==> src/rtl/set_bit_pkg.sv <==
// Shared types and default sizing for the set-bit position scheduler.
package set_bit_pkg;

  localparam int N_DEF     = 256;
  localparam int LANES_DEF = 4;
  localparam int LOGN_DEF  = (N_DEF > 1) ? $clog2(N_DEF) : 1;

  typedef enum logic [0:0] {
    IDLE = 1'b0,
    SCAN = 1'b1
  } state_e;

  typedef logic [LOGN_DEF-1:0] pos_t;
  typedef logic [LOGN_DEF:0]   cnt_t;

endpackage

==> src/rtl/lsb_picker.sv <==
// Combinational lowest-set-bit finder; returns the index and the mask with that bit removed.
module lsb_picker #(
  parameter int N    = 256,
  parameter int LOGN = 8
) (
  input  logic [N-1:0]    mask,
  output logic            found,
  output logic [LOGN-1:0] idx,
  output logic [N-1:0]    mask_out
);

  // Scanning downward lets the lowest set bit win the last assignment.
  always_comb begin
    idx = '0;
    for (int i = N - 1; i >= 0; i--) begin
      if (mask[i]) idx = LOGN'(i);
    end
  end

  assign found    = |mask;
  assign mask_out = mask & (mask - N'(1));

endmodule

==> src/rtl/set_bit_scheduler.sv <==
// Streams the ascending set-bit indices of an accepted mask, up to LANES per beat,
// over a valid/ready output with backpressure.
module set_bit_scheduler
  import set_bit_pkg::*;
#(
  parameter int N     = N_DEF,
  parameter int LANES = LANES_DEF,
  parameter int LOGN  = (N > 1) ? $clog2(N) : 1
) (
  input  logic                  clk,
  input  logic                  reset,
  input  logic                  in_valid,
  output logic                  in_ready,
  input  logic [N-1:0]          in_mask,
  output logic                  out_valid,
  input  logic                  out_ready,
  output logic [LANES*LOGN-1:0] out_pos,
  output logic [LANES-1:0]      out_lane_en,
  output logic [LOGN:0]         out_base,
  output logic                  out_last,
  output logic                  busy,
  output logic [LOGN:0]         total_count
);

  localparam logic [0:0] ST_IDLE = IDLE;
  localparam logic [0:0] ST_SCAN = SCAN;

  logic [0:0]    state;
  logic [N-1:0]  pending;
  logic [LOGN:0] base;
  logic [LOGN:0] lane_cnt;
  logic          accept;
  logic          handshake;

  logic [N-1:0]    chain [LANES+1];
  logic [LOGN-1:0] idx   [LANES];
  logic [LANES-1:0] found;

  function automatic logic [LOGN:0] popcount(input logic [N-1:0] v);
    logic [LOGN:0] acc [N];
    for (int i = 0; i < N; i++) acc[i] = {{LOGN{1'b0}}, v[i]};
    for (int step = 1; step < N; step = step * 2) begin
      for (int i = 0; i + step < N; i = i + 2 * step) acc[i] = acc[i] + acc[i + step];
    end
    return acc[0];
  endfunction

  // Each lane sees pending with all lower lanes' picks already cleared.
  assign chain[0] = pending;
  for (genvar k = 0; k < LANES; k++) begin : g_lane
    lsb_picker #(.N(N), .LOGN(LOGN)) u_pick (
      .mask     (chain[k]),
      .found    (found[k]),
      .idx      (idx[k]),
      .mask_out (chain[k+1])
    );
    assign out_pos[k*LOGN +: LOGN] = found[k] ? idx[k] : '0;
  end

  always_comb begin
    lane_cnt = '0;
    for (int k = 0; k < LANES; k++) lane_cnt = lane_cnt + {{LOGN{1'b0}}, found[k]};
  end

  assign out_valid   = (state == ST_SCAN);
  assign busy        = (state == ST_SCAN);
  assign out_lane_en = found;
  assign out_base    = base;
  assign out_last    = (chain[LANES] == '0);
  assign handshake   = out_valid & out_ready;
  assign in_ready    = (state == ST_IDLE) | (handshake & out_last);
  assign accept      = in_valid & in_ready;

  // A new accept on the final handshake takes priority so the next mask streams without a bubble.
  always_ff @(posedge clk) begin
    if (reset) begin
      state       <= ST_IDLE;
      pending     <= '0;
      base        <= '0;
      total_count <= '0;
    end else if (accept) begin
      state       <= ST_SCAN;
      pending     <= in_mask;
      base        <= '0;
      total_count <= popcount(in_mask);
    end else if (handshake) begin
      pending <= chain[LANES];
      base    <= base + lane_cnt;
      if (out_last) state <= ST_IDLE;
    end
  end

endmodule

==> config.mk <==
export PLATFORM = sky130hd
export DESIGN_NAME = set_bit_scheduler
export DESIGN_NICKNAME = d
export VERILOG_FILES = /design/src/rtl/set_bit_pkg.sv /design/src/rtl/lsb_picker.sv /design/src/rtl/set_bit_scheduler.sv
export SDC_FILE = /design/constraint.sdc
export NUM_CORES = 2
export LEC_CHECK = 0
export BUFFER_PORTS_ARGS = -buffer_cell sky130_fd_sc_hd__buf_2
export CORE_ASPECT_RATIO = 1.25
export CORE_MARGIN = 2
export CORE_UTILIZATION = 50
export DETAILED_ROUTE_END_ITERATION = 10
export PLACE_DENSITY_LB_ADDON = 0.3
export SYNTH_ARGS = -nofsm -noshare
export SYNTH_HDL_FRONTEND = slang
export SYNTH_HIERARCHICAL = 1
export SYNTH_SLANG_ARGS = --single-unit
==> constraint.sdc <==
create_clock -name clk -period 19.05 [get_ports clk]
set_clock_uncertainty 0.15 [all_clocks]
set_input_delay 4.7625 -clock clk [delete_from_list [all_inputs] [get_ports clk]]
set_output_delay 4.7625 -clock clk [all_outputs]
set_load 0.005 [all_outputs]
==> run_results.csv, run 1 <==
group,metric,value,unit
synthesis,synth-adder-area-share,11.4,%
synthesis,synth_top_flop_cell,"dfxtp_1",
clock_network,cts_hold_buffers,0,
synthesis,ys_top_cells_by_area,"dfxtp_1 12%, fa_1 10%, nor2_1 10%",
clock_network,clk_path_buf_depth,3,
run_status,stage_at_which_the_flow_ended,"5_1_grt",
synthesis,portion_of_synthesized_cell_area_occupied_by_the_leading_cell_type,11.6,%
synthesis,synth.net_count,7385,
synthesis,postSynth.asyncResetShare,0,%
synthesis,netlist_top_cells_count,"1,292 x nor2_1, 630 x inv_1, 388 x nand2_1",
synthesis,ys_warn_count,6,
synthesis,synthXorXnorAreaFrac,0.204,%
die,die_width,279,um
synthesis,largest_family_of_logic_cells_by_synthesized_area,"simple AND/OR/NAND/NOR gates",
placed_design,gp_congestion,1.36,
synthesis,synth.cell_area,0.0473,sq mm
grt,all_layer_global_routing_usage,71.3,%
die,placement_rows,126,
placed_design,place_hpwl,256000,um
run_status,status,"did not finish",
synthesis,gate_count_of_the_mapped_netlist,6840,
clock_network,htree_levels,2,
grt,first_global_vias,67000,
clock_network,cts_inserted_buffers,39,
die,chipHeight,348,um
synthesis,synth_compound_gate_area_share,28.8,%
run_status,flow.first_error,"[ERROR GRT-0116] Global routing finished with congestion. Check the congestion regions in the DRC Viewer.",
clock_network,cts_root_buf,"clkbuf_16",
synthesis,synthDominantAreaCellType,"dfxtp_1",
placed_design,number_of_port_buffers,317,
synthesis,yosys.area_share.simple,40.7,%
synthesis,ys_seq_elements,275,
die,floorplan.initialDensity,50.3,%
synthesis,per_instance_average_area_after_synthesis,6.92,sq um
grt,globalRouteOverflowTotal,408,
synthesis,yosys.cell_types.count,72,
grt,largest_net_degree_at_the_start_of_global_routing,189,
die,io-pin-count,318,
grt,grt_first_pass_wirelength,518000,um
clock_network,cts_num_sinks,275,
synthesis,yosys.cell_count.top_type,"nor2_1",
synthesis,synth_seq_area_share,11.6,%
synthesis,number_of_enable_type_register_cells_in_the_synthesized_netlist,0,
synthesis,post_synth_mux_area_share,0.148,%
[timing repair]
action                                  CTS
resized for setup                         6
endpoints found under the setup margin    2
setup buffers                             3
pin swaps                                 1
[cell families after synthesis]
logic type,count (synthesis)
xor gates and xnor gates,11
buffers and inverters,825
muxes,7
adders and majority gates,285
and+or+nand+nor,3690
other,4
DFF,275
AOI/OAI and AO/OA,1743
[per-stage QoR]
step	hold slack [ns]	utilization, %	instance area [sq um]	worst slack, ns	std cells
floorplan	0.301	-	47300	3.07	6840
global placement	0.295	54.3	51100	0.146	8382
detailed placement	0.310	54.3	51100	0.193	8382
CTS	0.328	55.8	52500	0.0477	8454
[per-layer routing]
layer	track usage [%]	overflow
met2	89.7	235
met3	50.4	4
met4	69.8	168
met5	18.7	0
met1	74.3	1
==> run 2: changes to the inputs <==
Settings changed: CORE_ASPECT_RATIO 1.25 to default, CORE_UTILIZATION 50 to 35, PLACE_DENSITY_LB_ADDON 0.3 to 0.15.
==> run 2 against run 1 <==
The flow now finishes, with violations (max-capacitance violations, max-slew violations, negative setup slack). Synthesized area unchanged. Synthesized cell count unchanged.
==> run_results.csv, run 2 <==
group,metric,value,unit
cells_and_area,flip_flop_count_of_the_largest_register_after_layout,256,
synthesis,synth_compound_gate_area_share,28.8,%
synthesis,netlist_top_cells_count,"1,292 x nor2_1, 630 x inv_1, 388 x nand2_1",
critical_path,slowest_stage,"nor4_1",
critical_path,setup.worst_path.end_class,"output pin",
critical_path,critical_path_required,14.14,ns
timing,grt_setup_unrepaired,"false",
clock_network,cts_root_buf,"clkbuf_16",
synthesis,ys_seq_elements,275,
synthesis,yosys.cell_types.count,72,
placed_design,number_of_port_buffers,317,
critical_path,rr_endpoint,"pending[116]$_SDFFE_PP0P_",
timing,slew_headroom,-4.20,%
critical_path,regToRegSetupSlack,3.50,ns
cells_and_area,fillerInstances,14400,
min_path,timing.hold.worst_endpoint,"total_count[0]$_SDFFE_PP0P_",
timing,clock.fmax,0.0523,GHz
synthesis,gate_count_of_the_mapped_netlist,6840,
synthesis,synth-adder-area-share,11.4,%
timing,finalSetupViolations,2,
synthesis,synthXorXnorAreaFrac,0.204,%
timing,hold-worst-slack,0.311,ns
clock_network,htree_levels,2,
synthesis,synth_top_flop_cell,"dfxtp_1",
clock_network,worst_skew_pair.late_latency,0.65,ns
synthesis,post_synth_mux_area_share,0.148,%
grt,largest_net_degree_at_the_start_of_global_routing,173,
die,chipHeight,372,um
route,totalWireLength,335000,um
clock_network,cts_num_sinks,275,
die,dieArea,0.138,sq mm
power_and_ir_drop,post-layout-total-power,0.0161,W
critical_path,timing.critical_path.arrival,14.22,ns
run_status,failed_checks,"max-capacitance violations, max-slew violations, negative setup slack",
synthesis,largest_family_of_logic_cells_by_synthesized_area,"simple AND/OR/NAND/NOR gates",
synthesis,synthDominantAreaCellType,"dfxtp_1",
die,placement_rows,134,
power_and_ir_drop,ir_drop,2350,uV
timing,finalSetupTns,-0.130,ns
power_and_ir_drop,power-per-cell-area,290,mW/mm^2
clock_network,cts_inserted_buffers,41,
critical_path,worstPathMaxFanout,9,
cells_and_area,layout.cells.most_common,"nor2_1",
synthesis,synth_seq_area_share,11.6,%
route,drt_pre_antenna_iters,9,
clock_network,cts_tree,"done",
route,viasPerCell,6.81,
min_path,hold_path_startpoint,"total_count[0]$_SDFFE_PP0P_",
route,wire_per_inst,36.1,um
flow_run,cap_violations,1,
die,die_width,372,um
min_path,holdPathStages,2,
placed_design,dp_slack,-0.987,ns
cells_and_area,layout.cells.most_common_list,"1,287 x nor2_1, 629 x inv_1, 441 x buf_4",
die,floorplan.initialDensity,35.4,%
grt,all_layer_global_routing_usage,46.6,%
min_path,hold_class,"flip-flop to flip-flop",
route,vias,63200,
synthesis,per_instance_average_area_after_synthesis,6.92,sq um
critical_path,max_stage_delay,0.93,ns
clock_network,clk_path_buf_depth,3,
synthesis,ys_warn_count,6,
synthesis,postSynth.asyncResetShare,0,%
synthesis,synth.net_count,7385,
die,io-pin-count,318,
timing,timing_worst_slew_pin_value,1.55,ns
cells_and_area,num-nets-final,8000,
synthesis,ys_top_cells_by_area,"dfxtp_1 12%, fa_1 10%, nor2_1 10%",
synthesis,portion_of_synthesized_cell_area_occupied_by_the_leading_cell_type,11.6,%
grt,antenna_found_initial,29,
timing,slew_violations,2,
power_and_ir_drop,p_leak,21.6,nW
cells_and_area,area_delta_synth_final,17.5,%
synthesis,synth.cell_area,0.0473,sq mm
clock_network,clkSlewWorstSetupHoldPaths,0.06,ns
critical_path,timing.setup.critical_path_class,"flip-flop to output pin",
cells_and_area,final_layout_size_suffix_gt1_share,15.2,%
critical_path,reg2regPathDepth,40,
critical_path,start_kind,"flip-flop",
timing,finalCriticalPeriod,19.14,ns
timing,setup_ws,-0.0852,ns
route,first_iter_violations,10200,
route,drcViolationCount,0,
critical_path,r2r-start,"pending[82]$_SDFFE_PP0P_",
synthesis,number_of_enable_type_register_cells_in_the_synthesized_netlist,0,
grt,grt_first_pass_wirelength,454000,um
timing,timing.final.hold_violations,0,
timing,period_share,100,%
die,core_area,0.134,sq mm
critical_path,crit_path_top_cell_by_count,"buf_4",
synthesis,yosys.cell_count.top_type,"nor2_1",
cells_and_area,registers.top_by_ff_count,"pending",
grt,first_global_vias,57600,
placed_design,gp_congestion,1.15,
route,final_antenna_violating_net_count,0,
run_status,status,"complete, but fails checks",
clock_network,cts_hold_buffers,0,
grt,globalRouteOverflowTotal,0,
placed_design,place_hpwl,285000,um
synthesis,yosys.area_share.simple,40.7,%
==> run 2: cell counts after synthesis <==
No cell type changed its count.
==> run 2: repair_timing <==
item | CTS | global route
hold endpoints to repair | 0 | 0
pin swaps | 7 | 14
resized for setup | 18 | 54
endpoints found under the setup margin | 11 | 3
setup buffers | 7 | 15
==> run 2: logic make-up (layout without fill, tap and decap cells) <==
kind of cell,Yosys count,in the layout
DFF,275,275
adders and majority gates,285,285
muxes,7,7
buffers and inverters,825,1473
AOI/OAI and AO/OA,1743,1743
and+or+nand+nor,3690,3690
xor gates and xnor gates,11,11
other,4,28
==> run 2: worst max path at each step <==
stage	slack, ns	to	depth (start not counted)	startpoint
2_1_floorplan	3.07	in_ready	39	pending[2]$_SDFFE_PP0P_
3_3_place_gp	-1.49	in_ready	36	pending[91]$_SDFFE_PP0P_
3_5_place_dp	-0.99	in_ready	40	pending[91]$_SDFFE_PP0P_
4_1_cts	0.03	in_ready	39	pending[6]$_SDFFE_PP0P_
5_1_grt	0.006	out_last	43	pending[83]$_SDFFE_PP0P_
6_report	-0.09	out_last	39	pending[82]$_SDFFE_PP0P_
==> run 2: metrics by stage <==
stage,util (%),area (sq um),std cells
finish,41.6,55600,9280
global route,41.5,55600,9258
CTS,41.2,55100,9241
global placement,40.0,53500,9157
detailed placement,40.0,53600,9158
floorplan,-,47300,6840
==> run 2: power breakdown <==
group	switching, W	internal [W]
clock	0.000357	0.000473
sequential	0.000112	0.000665
combinational	0.00839	0.00612
total	0.00886	0.00725
==> run 2: metal layers <==
layer  part of all wire (%)  wire length (um)  track usage (%)  up-vias
li1                       -                 -                -    26800
met1                     40            134000             62.1    31000
met2                     40            133000             65.0     4632
met5                  0.041               138                0        -
met3                     12             41600             13.6      837
met4                    7.9             26300             30.0       20
==> run 2: cell type report <==
class                           instances  area, sq um  area share, %
Antenna cell                           24         60.1          0.108
Inverter                              631         2370           4.27
Timing Repair Buffer                  766         5070           9.11
Tap cell                             1768         2210           3.98
Clock inverter                         25          273          0.491
Clock buffer                           51         1110           2.00
Multi-Input combinational cell       5740        39000           70.1
Sequential cell                       275         5510           9.90
==> run 2: critical path, delay by kind of cell, from the launching register on <==
kind	cells	cell delay (ns)
AO/OA/AOI/OAI	2	0.63
buffers and inverters	11	2.11
flip-flops	1	0.43
AND/OR/NAND/NOR	26	10.34
Note: power is estimated with default switching activity, not from simulation.
